--- src/rtl/button_conditioner.sv ---
// button_conditioner: synchronize, debounce and edge-detect active-low push buttons, with optional auto-repeat step pulses
//   clock_i    system clock, all state updates on its rising edge
//   reset_i    synchronous active-high reset
//   button_n_i raw asynchronous buttons, 0 = pressed
//   level_o    debounced level, 1 = pressed
//   press_o    one-cycle pulse when level rises
//   release_o  one-cycle pulse when level falls
//   step_o     one-cycle pulse on each press and each auto-repeat tick
module button_conditioner #(
  parameter int           N             = 3,
  parameter int           DEBOUNCE      = 16,
  parameter int           REPEAT_DELAY  = 64,
  parameter int           REPEAT_PERIOD = 16,
  parameter logic [N-1:0] REPEAT_EN     = '0
) (
  input  logic         clock_i,
  input  logic         reset_i,
  input  logic [N-1:0] button_n_i,
  output logic [N-1:0] level_o,
  output logic [N-1:0] press_o,
  output logic [N-1:0] release_o,
  output logic [N-1:0] step_o
);
  localparam int DW   = $clog2(DEBOUNCE + 1);
  localparam int HMAX = REPEAT_DELAY > REPEAT_PERIOD ? REPEAT_DELAY : REPEAT_PERIOD;
  localparam int HW   = $clog2(HMAX + 1);
  typedef enum logic [1:0] {RELEASED, HOLD, REPEAT} state_e;
  logic [N-1:0] s1_q, s2_q, raw_p;
  // Synchronizers reset to the released state so a button held through reset reads as a new press.
  always_ff @(posedge clock_i) begin
    s1_q <= reset_i ? '1 : button_n_i;
    s2_q <= reset_i ? '1 : s1_q;
  end
  assign raw_p = ~s2_q;
  for (genvar g = 0; g < N; g++) begin : g_btn
    logic [DW-1:0] dcnt_q, dcnt_d;
    logic [HW-1:0] hcnt_q;
    logic          level_q, level_d, flip, rise, fall;
    logic          press_q, release_q, step_q;
    state_e        state_q;
    // The counter only advances while raw disagrees with level, so it never exceeds DEBOUNCE-1.
    always_comb begin
      flip    = raw_p[g] != level_q && dcnt_q == DW'(DEBOUNCE - 1);
      dcnt_d  = (raw_p[g] == level_q || flip) ? '0 : dcnt_q + 1'b1;
      level_d = level_q ^ flip;
      rise    = level_d & ~level_q;
      fall    = ~level_d & level_q;
    end
    always_ff @(posedge clock_i) begin
      if (reset_i) begin
        dcnt_q    <= '0;
        hcnt_q    <= '0;
        level_q   <= 1'b0;
        press_q   <= 1'b0;
        release_q <= 1'b0;
        step_q    <= 1'b0;
        state_q   <= RELEASED;
      end else begin
        dcnt_q    <= dcnt_d;
        level_q   <= level_d;
        press_q   <= rise;
        release_q <= fall;
        step_q    <= 1'b0;
        unique case (state_q)
          RELEASED: if (rise) begin
            state_q <= HOLD;
            hcnt_q  <= '0;
            step_q  <= 1'b1;
          end
          HOLD: if (fall) state_q <= RELEASED;
          else if (REPEAT_EN[g] && hcnt_q == HW'(REPEAT_DELAY - 1)) begin
            state_q <= REPEAT;
            hcnt_q  <= '0;
            step_q  <= 1'b1;
          end else hcnt_q <= &hcnt_q ? hcnt_q : hcnt_q + 1'b1;
          REPEAT: if (fall) state_q <= RELEASED;
          else if (hcnt_q == HW'(REPEAT_PERIOD - 1)) begin
            hcnt_q <= '0;
            step_q <= 1'b1;
          end else hcnt_q <= &hcnt_q ? hcnt_q : hcnt_q + 1'b1;
          default: state_q <= RELEASED;
        endcase
      end
    end
    assign level_o[g]   = level_q;
    assign press_o[g]   = press_q;
    assign release_o[g] = release_q;
    assign step_o[g]    = step_q;
  end
endmodule

--- config.mk ---
export PLATFORM = sky130hd
export DESIGN_NAME = button_conditioner
export DESIGN_NICKNAME = d
export VERILOG_FILES = /design/src/rtl/button_conditioner.sv
export SDC_FILE = /design/constraint.sdc
export NUM_CORES = 1
export LEC_CHECK = 0
export CAP_MARGIN = 20
export CORE_MARGIN = 2
export CORE_UTILIZATION = 56
export DETAILED_ROUTE_END_ITERATION = 8
export PLACE_DENSITY = 0.87
export SLEW_MARGIN = 15
export SYNTH_ARGS = -nofsm -noshare
export SYNTH_HDL_FRONTEND = slang
export SYNTH_SLANG_ARGS = --single-unit
export TNS_END_PERCENT = 1
--- constraint.sdc ---
create_clock -name clock_i -period 3 [get_ports clock_i]
set_input_delay 0.9 -clock clock_i [delete_from_list [all_inputs] [get_ports clock_i]]
set_output_delay 0.9 -clock clock_i [all_outputs]
set_load 0.05 [all_outputs]
Word-level counts from Yosys, hierarchy flattened
Index checks and enable logic that the tools add are counted. W data, S select, Z words.

Add/sub/neg operators: 6. $mul: 0. Div/mod/pow operators: 0. Order comparisons: 0. Equal/unequal tests: 30. Shift-type cells: 0. Muxes and demuxes: 39. Bitwise operators: 16. Reduce and logical (&&, ||, !) cells: 27.

Operator list (count): $mux W7 (15); $pmux W7 S3 (3); $add A7 B1 Y7 const B (3); $eq A7 B4 Y1 const B (3); $reduce_and A7 Y1 (3); $ne A2 B2 Y1 const B (9); $add A5 B1 Y5 const B (3); $eq A5 B4 Y1 const B (3); $mux W2 (6); $pmux W2 S2 (3); $reduce_and A4 Y1 (3); $reduce_or A2 Y1 (6); $mux W1 (9); $reduce_bool A3 Y1 (3); $and A1 B1 Y1 (6); $eq A2 B1 Y1 const B (3); $eq A2 B2 Y1 const B (3); $logic_not A2 Y1 (3); $ne A2 B1 Y1 const B (3); $not A1 Y1 (6); $pmux W1 S2 (3); $reduce_and A2 Y1 (3); $eq A1 B1 Y1 (3); $logic_and A1 B1 Y1 (3); 4 further kinds (10).

Register bits after elaboration: 60. Latch bits: 0. Bits in writable memories: 0. ROM bits: 0. Bits of input ports: 5. Output and inout bits: 12. Word-level logic and storage cells: 141. Memories kept: 0.

Depth between registers and ports, before layout
Gate-level depths: netlist of the first run.

Word-level depth: 8. Mapped depth: 7. Gate-level depth less buffers: 7.

Worst setup path after synthesis of the first run
Ideal clock, no wire load.

Path kind: reg-to-reg. From: reg g_btn[0].dcnt_q[0]. To: reg g_btn[0].step_q. Setup time: 0.114 ns. Arrival time: 1.451 ns. Data required time: 2.886 ns. Path slack: 1.435 ns. Stages on the path, launching flop included: 8. Buffers on the path: 0. Period minus slack after synthesis: 1.565 ns. Path through: dfxtp_1 -> ha_1 -> and3_1 -> ha_1 -> and2_1 -> ha_1 -> and2b_1 -> nor2b_1.

Elaborated cells on any way between the ends: 9. Classes of those cells: 1 x eq/ne; 3 x mux; 4 x bitwise; 1 x reduce/logical.

RTL lines: start: declaration (line 36) `logic [DW-1:0] dcnt_q, dcnt_d;`; start signal: assignment (line 59) `dcnt_q <= dcnt_d;`; $eq A5 B4 Y1 (line 43) `flip = raw_p[g] != level_q && dcnt_q == DW'(DEBOUNCE - 1);`; $logic_and A1 B1 Y1 (line 43); $xor A1 B1 Y1 (line 45) `level_d = level_q ^ flip;`; $and A1 B1 Y1 (line 46) `rise = level_d & ~level_q;`; via g_btn[0].rise (line 38) `logic level_q, level_d, flip, rise, fall;`; $mux W1 (line 65) `RELEASED: if (rise) begin`; $pmux W1 S2 (line 64) `unique case (state_q)`; end signal: assignment (line 63) `step_q <= 1'b0;`; end signal: assignment (line 68) `step_q <= 1'b1;`; end signal: assignment (line 74) `step_q <= 1'b1;`; end: declaration (line 39) `logic press_q, release_q, step_q;`.

The timed path passes the listed nets, and every way through them passes these cells. A chain may end at the register's enable or synchronous reset.

Final worst setup path of the first run
From: reg g_btn[0].level_q. To: out level_o[0].

RTL lines: start: declaration (line 38); start signal: assignment (line 60) `level_q <= level_d;`; end: declaration (line 19) `output logic [N-1:0] level_o,`.

No word-level cell between the ends.

==> report_table.html, run 1 <==
<table>
<tr><th>Metric</th><th>Value</th></tr>
<tr><th colspan="2">Run status</th></tr>
<tr><td>Outcome</td><td>completed</td></tr>
<tr><th colspan="2">Yosys</th></tr>
<tr><td>Post-synth top flop</td><td>sky130_fd_sc_hd__dfxtp_1</td></tr>
<tr><td>Yosys synthesis warning count</td><td>0</td></tr>
<tr><td>Sequential cell area fraction in the yosys report</td><td>52.7%</td></tr>
<tr><td>Net Count, Synth</td><td>148</td></tr>
<tr><td>Synth Cell Area</td><td>~1400 um^2</td></tr>
<tr><td>Post-synth EDFFs</td><td>0</td></tr>
<tr><td>Register bit count reported by yosys</td><td>36</td></tr>
<tr><td>Syn_area_per_cell</td><td>approximately 10 um^2</td></tr>
<tr><td>Share of synthesized registers carrying an async set or reset</td><td>0%</td></tr>
<tr><td>Unique cell type count in the Yosys netlist</td><td>18</td></tr>
<tr><td>Gate Count Post-Synth</td><td>131</td></tr>
<tr><th colspan="2">Power</th></tr>
<tr><td>Combinational share of power</td><td>2.2%</td></tr>
<tr><td>Power Dens Cells</td><td>between 500 and 600 nW/um^2</td></tr>
<tr><td>P_int</td><td>just over 600 uW</td></tr>
<tr><td>Peak supply drop</td><td>approximately 0.33 mV</td></tr>
<tr><td>Sequential cell fraction of total power</td><td>about 64%</td></tr>
<tr><td>Share of total power in the clock network</td><td>34.0%</td></tr>
<tr><td>Switching share of total power</td><td>~20%</td></tr>
<tr><td>Leakage Power</td><td>0.000629 uW</td></tr>
<tr><td>Total power</td><td>759 uW</td></tr>
<tr><td>Sw power</td><td>153 uW</td></tr>
<tr><th colspan="2">Timing</th></tr>
<tr><td>Slew at the pin closest to its max-slew limit</td><td>~0.63 ns</td></tr>
<tr><td>Unrepaired setup endpoints after global routing</td><td>false</td></tr>
<tr><td>Slew Limit Headroom</td><td>between 50% and 60%</td></tr>
<tr><td>Max Clk Rate</td><td>~400 MHz</td></tr>
<tr><td>Final sum of negative setup slack</td><td>0 ns</td></tr>
<tr><td>Crit path time final</td><td>~2.5 ns</td></tr>
<tr><td>Final-report hold violation count</td><td>0</td></tr>
<tr><td>Final number of max-transition violations</td><td>0</td></tr>
<tr><td>Layout Skew</td><td>about 0.0046 ns</td></tr>
<tr><td>Fraction of the cycle the final worst path needs</td><td>between 80% and 90%</td></tr>
<tr><td>Final setup violation count</td><td>0</td></tr>
<tr><th colspan="2">Global routing</th></tr>
<tr><td>Antenna violations before repair</td><td>0</td></tr>
<tr><td>Overall overflow remaining after global route</td><td>0</td></tr>
<tr><td>Via count of the first global-routing pass</td><td>729</td></tr>
<tr><td>Wire length of the first global-routing pass</td><td>between 2000 and 3000 um</td></tr>
<tr><td>Maximum number of pins on one net before global-route repair</td><td>22</td></tr>
<tr><td>Tot GR Track Use</td><td>between 10% and 20%</td></tr>
<tr><th colspan="2">Setup path</th></tr>
<tr><td>Category of the most critical setup path</td><td>reg2out</td></tr>
<tr><td>Delay contributed by the slowest stage of the critical path</td><td>0.83 ns</td></tr>
<tr><td>CP max-delay cell</td><td>sky130_fd_sc_hd__clkdlybuf4s50_1</td></tr>
<tr><td>Register-to-register setup slack</td><td>approximately 1.3 ns</td></tr>
<tr><td>Kind of cell adding the most delay to the critical path</td><td>buffers and inverters</td></tr>
<tr><td>Sum of buffers and inverters on the critical path</td><td>1</td></tr>
<tr><td>Nature of the critical path endpoint</td><td>output port</td></tr>
<tr><td>Arrival @ worst endpoint</td><td>about 1.6 ns</td></tr>
<tr><td>Crit start category</td><td>flop</td></tr>
<tr><td>List of cells traversed by the critical path</td><td>clkdlybuf4s50_1</td></tr>
<tr><td>CP Data Required Time</td><td>~2.1 ns</td></tr>
<tr><td>Top fanout value on the critical path</td><td>4</td></tr>
<tr><th colspan="2">Detailed routing</th></tr>
<tr><td>Wirelength, routed</td><td>1650 um</td></tr>
<tr><td>Routed wirelength normalized by instance count</td><td>just under 10 um</td></tr>
<tr><td>Number of vias after detailed routing</td><td>approximately 800</td></tr>
<tr><td>Detail Route Antenna Nets</td><td>0</td></tr>
<tr><td>Initial DRC count</td><td>5</td></tr>
<tr><td>Vias/cell</td><td>around 4.6</td></tr>
<tr><td>Length of the first detailed-routing pass in iterations</td><td>4</td></tr>
<tr><td>DRC violation count after routing</td><td>0</td></tr>
<tr><th colspan="2">Worst hold path</th></tr>
<tr><td>Hold/Removal Path Class</td><td>reg2reg</td></tr>
<tr><th colspan="2">Clock network</th></tr>
<tr><td>Worst-skew pair later-pin latency</td><td>0.33 ns</td></tr>
<tr><td>CTS max path bufs</td><td>2</td></tr>
<tr><td>Clock root cell</td><td>sky130_fd_sc_hd__clkbuf_4</td></tr>
<tr><td>Post-CTS Setup Bufs</td><td>0</td></tr>
<tr><td>Clock transition at the registers of the reported paths</td><td>~0.090 ns</td></tr>
<tr><td>Number of buffers created by CTS</td><td>5</td></tr>
<tr><td>CTS resizes</td><td>0</td></tr>
<tr><td>CTS H-Tree Depth</td><td>2</td></tr>
<tr><td>TritonCTS clock tree</td><td>built</td></tr>
<tr><td>Sinks on Clock Net</td><td>36</td></tr>
<tr><td>Hold-fix buffers, CTS</td><td>0</td></tr>
<tr><th colspan="2">Finish</th></tr>
<tr><td>Filler Cell Count</td><td>192</td></tr>
<tr><td>Layout-stage area growth over the synthesis result</td><td>10.3%</td></tr>
<tr><td>Layout cell share with drive strength beyond 1</td><td>6.38%</td></tr>
<tr><td>Sequential cell area</td><td>between 700 and 800 um^2</td></tr>
<tr><td>Final core area utilization</td><td>around two thirds</td></tr>
<tr><td>Multi-input gate area</td><td>512 um^2</td></tr>
<tr><td>Post-layout nets</td><td>between 150 and 200</td></tr>
<tr><td>Final Instance Count excl. Fillers</td><td>approximately 170</td></tr>
<tr><td>Number of antenna cells inserted</td><td>0</td></tr>
<tr><th colspan="2">Floorplan</th></tr>
<tr><td>Initial Util</td><td>just over 60%</td></tr>
<tr><td>I/O pins</td><td>17</td></tr>
<tr><td>Placeable Area</td><td>between 2000 and 2500 um^2</td></tr>
<tr><td>Horizontal die dimension</td><td>between 50 and 60 um</td></tr>
<tr><td>Floorplan row count</td><td>17</td></tr>
<tr><td>Die height</td><td>~53 um</td></tr>
<tr><td>Die Area</td><td>approximately 2900 um^2</td></tr>
<tr><th colspan="2">Placement</th></tr>
<tr><td>Sum of net half-perimeters after detailed placement</td><td>~1300 um</td></tr>
<tr><td>Port Buffer Count</td><td>16</td></tr>
<tr><td>Placer's final routability congestion estimate</td><td>0.644</td></tr>
<tr><td>Cell Count Post-Placement</td><td>161</td></tr>
<tr><th colspan="2">Run</th></tr>
<tr><td>Number of violations of the max-capacitance limit</td><td>0</td></tr>
</table>
-- layout by cell type (no fill, tap or decap) --
master                            instances
sky130_fd_sc_hd__and2_1                   3
sky130_fd_sc_hd__nor2b_1                  6
sky130_fd_sc_hd__inv_1                    6
sky130_fd_sc_hd__nand2_1                  3
sky130_fd_sc_hd__nor2_1                  21
sky130_fd_sc_hd__nor2b_2                  1
sky130_fd_sc_hd__and3_1                   6
sky130_fd_sc_hd__clkbuf_1                 2
sky130_fd_sc_hd__or2_2                    2
sky130_fd_sc_hd__clkdlybuf4s50_1         16
sky130_fd_sc_hd__xnor2_1                  6
sky130_fd_sc_hd__or2_1                    4
sky130_fd_sc_hd__a211oi_1                 3
sky130_fd_sc_hd__nand3_1                  3
sky130_fd_sc_hd__clkbuf_4                 5
sky130_fd_sc_hd__clkbuf_8                 1
sky130_fd_sc_hd__dfxtp_1                 36
sky130_fd_sc_hd__xor2_1                   3
sky130_fd_sc_hd__and2b_1                  2
sky130_fd_sc_hd__ha_1                    12
-- area by class of cell --
class / count / share of cell area [%]
clock buffers: 8 / 3.90
inverters: 6 / 1.49
multi-input cells: 75 / 33.9
flip-flops and latches: 36 / 47.8
well taps: 28 / 2.32
repair buffers: 16 / 10.6
-- power by group through the flow --
stage	clock network (uW)	logic (uW)	registers, uW
2_1_floorplan	0	12.4	495
3_3_place_gp	0	16.4	495
3_5_place_dp	0	17.0	496
4_1_cts	267	17.1	485
5_1_grt	283	19.3	485
6_report	258	16.7	485
-- cell families after synthesis --
family | share of synthesized area, %
xor gates and xnor gates | 5.76
DFF | 52.7
and+or+nand+nor | 19.0
adders and majority gates | 11.0
buffers and inverters | 9.88
AOI/OAI and AO/OA | 1.65
-- final timing paths --
path                                      start  cells after the start                         end
setup / recovery    g_btn[0].level_q$_SDFF_PP0_                      1                  level_o[0]
hold / removal               s1_q[1]$_SDFF_PP1_                      1          s2_q[1]$_SDFF_PP1_
setup reg to reg  g_btn[1].dcnt_q[0]$_SDFF_PP0_                      7  g_btn[1].step_q$_SDFF_PP0_
hold reg to reg              s1_q[1]$_SDFF_PP1_                      1          s2_q[1]$_SDFF_PP1_
-- per-layer routing --
metal | GRT usage (%) | vias up | share of wire, %
met3 | 5.93 | 5 | 6.6
met1 | 14.3 | 340 | 44
met2 | 23.9 | 18 | 47
met5 | 0 | - | 0
met4 | 10.3 | 0 | 2.2
li1 | - | 421 | -
-- stage by stage --
stage	hold slack, ns	cell area, um^2	setup WS, ns
after floorplan	0.383	1370	1.44
after global placement	0.389	1450	0.737
after detailed placement	0.387	1450	0.706
after CTS	0.409	1510	0.507
after global routing	0.439	1510	0.474
final	0.409	1510	0.529
-- sequential cells by signal, summed over array words and instances, names as in the netlist --
signal,cells
g_btn.step_q,3
g_btn.level_q,3
g_btn.release_q,3
s1_q,3
g_btn.press_q,3
g_btn.state_q,3
g_btn.dcnt_q,15
s2_q,3
-- cell usage after synthesis, types with 3 or more instances --
cell type | count | area share (%)
sky130_fd_sc_hd__nor2b_1 | 6 | 2.7
sky130_fd_sc_hd__a211oi_1 | 3 | 1.6
sky130_fd_sc_hd__ha_1 | 12 | 11
sky130_fd_sc_hd__dfxtp_1 | 36 | 53
sky130_fd_sc_hd__buf_4 | 12 | 6.6
sky130_fd_sc_hd__and2_1 | 3 | 1.4
sky130_fd_sc_hd__inv_1 | 6 | 1.6
sky130_fd_sc_hd__and3_1 | 6 | 2.7
sky130_fd_sc_hd__or2_1 | 4 | 1.8
sky130_fd_sc_hd__nand2_1 | 3 | 0.82
sky130_fd_sc_hd__xnor2_1 | 6 | 3.8
sky130_fd_sc_hd__nor2_1 | 21 | 5.8
sky130_fd_sc_hd__xor2_1 | 3 | 1.9
sky130_fd_sc_hd__nand3_1 | 3 | 1.1
Power figures use the tool's default switching activity.
==> run 2, diff against run 1 <==
Settings changed: CORE_UTILIZATION 56 to 48, PLACE_DENSITY 0.87 to 0.8.
Clock period 3 ns to 2.2 ns, I/O delays scaled along.
==> run 2 against run 1 <==
  * Count of clock-buffer cells in the layout is the same
  * Global-route usage is 2.1 points lower
  * Clock power increased by 34%
  * Worst setup slack worse by 0.42 ns
  * Cell count up 3.0%
  * Sequential cell count is the same
  * Wire length up 6.2%
  * First-iteration DRC count increased to 4.8 times the previous value
  * Final area rose by 0.83%
  * Combinational power is 56% higher
  * Die area grew 15%
  * Hold slack gained 0.0059 ns
  * Largest power group unchanged
  * Highest routed layer unchanged
==> report_table.html, run 2 (synthesized netlist as in run 1, its figures left out) <==
<table>
<tr><th>Metric</th><th>Value</th></tr>
<tr><th colspan="2">Run status</th></tr>
<tr><td>Outcome</td><td>completed</td></tr>
<tr><th colspan="2">Floorplan</th></tr>
<tr><td>Die height</td><td>57.4 um (+7.4%)</td></tr>
<tr><td>Floorplan row count</td><td>19 (+2)</td></tr>
<tr><td>Horizontal die dimension</td><td>57.4 um (+7.4%)</td></tr>
<tr><td>I/O pins</td><td>17 (unchanged)</td></tr>
<tr><td>Die Area</td><td>3290 um^2 (+15%)</td></tr>
<tr><td>Placeable Area</td><td>2730 um^2 (+21%)</td></tr>
<tr><td>Initial Util</td><td>50.0% (-11 points)</td></tr>
<tr><th colspan="2">Global routing</th></tr>
<tr><td>Wire length of the first global-routing pass</td><td>2980 um (+6.4%)</td></tr>
<tr><td>Tot GR Track Use</td><td>12.3% (-2.1 points)</td></tr>
<tr><td>Overall overflow remaining after global route</td><td>0 (unchanged)</td></tr>
<tr><td>Via count of the first global-routing pass</td><td>771 (+5.8%)</td></tr>
<tr><td>Antenna violations before repair</td><td>0 (unchanged)</td></tr>
<tr><td>Maximum number of pins on one net before global-route repair</td><td>13 (-41%)</td></tr>
<tr><th colspan="2">Timing</th></tr>
<tr><td>Slew at the pin closest to its max-slew limit</td><td>0.494 ns (-0.136 ns)</td></tr>
<tr><td>Final number of max-transition violations</td><td>0 (unchanged)</td></tr>
<tr><td>Final setup violation count</td><td>0 (unchanged)</td></tr>
<tr><td>Unrepaired setup endpoints after global routing</td><td>false</td></tr>
<tr><td>Crit path time final</td><td>between 2 and 2.5 ns</td></tr>
<tr><td>Final sum of negative setup slack</td><td>0 ns (unchanged)</td></tr>
<tr><td>Max Clk Rate</td><td>~480 MHz</td></tr>
<tr><td>Slew Limit Headroom</td><td>67.0% (+9.1 points)</td></tr>
<tr><td>Layout Skew</td><td>0.00437 ns (-0.000198 ns)</td></tr>
<tr><td>Fraction of the cycle the final worst path needs</td><td>95.2%</td></tr>
<tr><td>Final setup slack of the worst path</td><td>0.105 ns (-0.424 ns)</td></tr>
<tr><td>Final-report hold violation count</td><td>0 (unchanged)</td></tr>
<tr><th colspan="2">Finish</th></tr>
<tr><td>Post-layout nets</td><td>159 (+1.3%)</td></tr>
<tr><td>Layout Cell Area excl Fill</td><td>1520 um^2 (+0.83%)</td></tr>
<tr><td>Sequential cell area</td><td>721 um^2 (unchanged)</td></tr>
<tr><td>Top reg by flops</td><td>g_btn.dcnt_q</td></tr>
<tr><td>Layout cell share with drive strength beyond 1</td><td>9.09% (+2.7 points)</td></tr>
<tr><td>Layout-stage area growth over the synthesis result</td><td>11.3%</td></tr>
<tr><td>Multi-input gate area</td><td>512 um^2 (unchanged)</td></tr>
<tr><td>Filler Cell Count</td><td>237 (+23%)</td></tr>
<tr><td>Final Instance Count excl. Fillers</td><td>174 (+3.0%)</td></tr>
<tr><td>Largest register FFs</td><td>15 (unchanged)</td></tr>
<tr><td>Number of antenna cells inserted</td><td>0 (unchanged)</td></tr>
<tr><td>Commonest non-fill, non-tap cell in the layout</td><td>sky130_fd_sc_hd__dfxtp_1</td></tr>
<tr><td>Most frequent cells in the layout</td><td>36 x sky130_fd_sc_hd__dfxtp_1, 21 x sky130_fd_sc_hd__nor2_1, 13 x sky130_fd_sc_hd__clkdlybuf4s50_1</td></tr>
<tr><th colspan="2">Placement</th></tr>
<tr><td>Standard cell area after detailed placement</td><td>1460 um^2 (+0.95%)</td></tr>
<tr><td>Cell Count Post-Placement</td><td>166 (+3.1%)</td></tr>
<tr><td>Post-Place Setup Slack</td><td>0.328 ns (-0.378 ns)</td></tr>
<tr><td>Sum of net half-perimeters after detailed placement</td><td>1330 um (+5.9%)</td></tr>
<tr><td>Port Buffer Count</td><td>16 (unchanged)</td></tr>
<tr><td>Placer's final routability congestion estimate</td><td>0.663 (+3.0%)</td></tr>
<tr><th colspan="2">Clock network</th></tr>
<tr><td>CTS H-Tree Depth</td><td>2 (unchanged)</td></tr>
<tr><td>Worst-skew pair later-pin latency</td><td>0.32 ns (about the same)</td></tr>
<tr><td>TritonCTS clock tree</td><td>built</td></tr>
<tr><td>Number of buffers created by CTS</td><td>5 (unchanged)</td></tr>
<tr><td>CTS max path bufs</td><td>2 (unchanged)</td></tr>
<tr><td>Clock root cell</td><td>sky130_fd_sc_hd__clkbuf_4</td></tr>
<tr><td>Post-CTS Setup Bufs</td><td>0 (unchanged)</td></tr>
<tr><td>Clock transition at the registers of the reported paths</td><td>0.10 ns (about the same)</td></tr>
<tr><td>Sinks on Clock Net</td><td>36 (unchanged)</td></tr>
<tr><th colspan="2">Setup path</th></tr>
<tr><td>Delay contributed by the slowest stage of the critical path</td><td>0.79 ns (-0.04 ns)</td></tr>
<tr><td>Critical R2R Capture</td><td>g_btn[1].step_q$_SDFF_PP0_</td></tr>
<tr><td>Top fanout value on the critical path</td><td>1 (-3)</td></tr>
<tr><td>CP Data Required Time</td><td>1.54 ns (-0.56 ns)</td></tr>
<tr><td>CP max-delay cell</td><td>sky130_fd_sc_hd__clkdlybuf4s50_1</td></tr>
<tr><td>Nature of the critical path endpoint</td><td>output port</td></tr>
<tr><td>Worst reg-to-reg path cell count</td><td>7 (unchanged)</td></tr>
<tr><td>Crit start category</td><td>flop</td></tr>
<tr><td>R2r startpoint</td><td>g_btn[1].dcnt_q[0]$_SDFF_PP0_</td></tr>
<tr><td>Sum of buffers and inverters on the critical path</td><td>1 (unchanged)</td></tr>
<tr><td>Kind of cell adding the most delay to the critical path</td><td>buffers and inverters</td></tr>
<tr><td>List of cells traversed by the critical path</td><td>clkdlybuf4s50_1</td></tr>
<tr><td>Arrival @ worst endpoint</td><td>1.44 ns (-0.13 ns)</td></tr>
<tr><td>Category of the most critical setup path</td><td>reg2out</td></tr>
<tr><td>Register-to-register setup slack</td><td>0.56 ns (-0.76 ns)</td></tr>
<tr><th colspan="2">Detailed routing</th></tr>
<tr><td>Initial DRC count</td><td>24 (+19)</td></tr>
<tr><td>DRC violation count after routing</td><td>0 (unchanged)</td></tr>
<tr><td>Length of the first detailed-routing pass in iterations</td><td>2 (-2)</td></tr>
<tr><td>Detail Route Antenna Nets</td><td>0 (unchanged)</td></tr>
<tr><td>Routed wirelength normalized by instance count</td><td>10.0 um (+3.1%)</td></tr>
<tr><td>Vias/cell</td><td>4.59 (-1.1%)</td></tr>
<tr><td>Wirelength, routed</td><td>1750 um (+6.2%)</td></tr>
<tr><td>Number of vias after detailed routing</td><td>798 (+1.8%)</td></tr>
<tr><th colspan="2">Worst hold path</th></tr>
<tr><td>Hold Startpoint</td><td>s1_q[2]$_SDFF_PP1_</td></tr>
<tr><td>Worst hold path stage count</td><td>1 (unchanged)</td></tr>
<tr><td>Hold/Removal Path Class</td><td>reg2reg</td></tr>
<tr><td>Endpoint of the worst hold-timing path</td><td>s2_q[2]$_SDFF_PP1_</td></tr>
<tr><th colspan="2">Run</th></tr>
<tr><td>Number of violations of the max-capacitance limit</td><td>0 (unchanged)</td></tr>
<tr><th colspan="2">Power</th></tr>
<tr><td>Power Dens Cells</td><td>679 nW/um^2 (+35%)</td></tr>
<tr><td>Peak supply drop</td><td>0.477 mV (+45%)</td></tr>
<tr><td>Leakage Power</td><td>0.000648 uW (+3.0%)</td></tr>
</table>
-- run 2: changes by cell type in the layout (fill, tap and decap cells not counted), sizes merged --
cell           previous run  this run
buf                       0         4
clkdlybuf4s50            16        13
dlygate4sd2               0         1
-- run 2: final cells by class --
cell class                 instances  share of cell area [%]
tap                               31                    2.55
inverter                           6                    1.48
sequential                        36                    47.4
clock buffer                       8                    3.87
multi-input combinational         75                    33.6
timing repair buffer              18                    11.1
-- run 2: worst max-delay path by stage --
| stage | to | from | cells after the start | slack [ns] |
|---|---|---|---|---|
| 2_1_floorplan | g_btn[0].step_q$_SDFF_PP0_ | g_btn[0].dcnt_q[0]$_SDFF_PP0_ | 7 | 0.64 |
| 3_3_place_gp | level_o[2] | g_btn[2].level_q$_SDFF_PP0_ | 1 | 0.36 |
| 3_5_place_dp | level_o[2] | g_btn[2].level_q$_SDFF_PP0_ | 1 | 0.33 |
| 4_1_cts | release_o[1] | g_btn[1].release_q$_SDFF_PP0_ | 1 | 0.08 |
| 5_1_grt | step_o[0] | g_btn[0].step_q$_SDFF_PP0_ | 1 | 0.04 |
| 6_report | step_o[0] | g_btn[0].step_q$_SDFF_PP0_ | 1 | 0.10 |
-- run 2: repair_timing --
| action | CTS | global route |
|---|---|---|
| endpoints found under the setup margin | 1 | 0 |
| hold buffers | 0 | 0 |
| resized for setup | 1 | 0 |
-- run 2: power breakdown --
| part | leakage [uW] | switching, uW | internal [uW] |
|---|---|---|---|
| clock network | 0.0000326 | 189 | 158 |
| logic | 0.000323 | 11.9 | 14.2 |
| registers | 0.000292 | 2.63 | 658 |
-- run 2: stage by stage --
step | total power, uW | hold slack (ns) | util (%)
after global routing | 1090 | 0.421 | 55.7
after CTS | 1050 | 0.414 | 55.7
after floorplan | 692 | 0.383 | -
after detailed placement | 702 | 0.396 | 53.5
final | 1030 | 0.415 | 55.7
after global placement | 701 | 0.391 | 53.5
-- run 2: routing by layer --
layer / vias up / routed length, um / GRT usage, %
met2: 16 / 876 / 20.8
met4: 0 / 44 / 7.97
met1: 356 / 733 / 11.8
li1: 421 / - / -
met3: 5 / 92 / 6.12
met5: - / 0 / 0
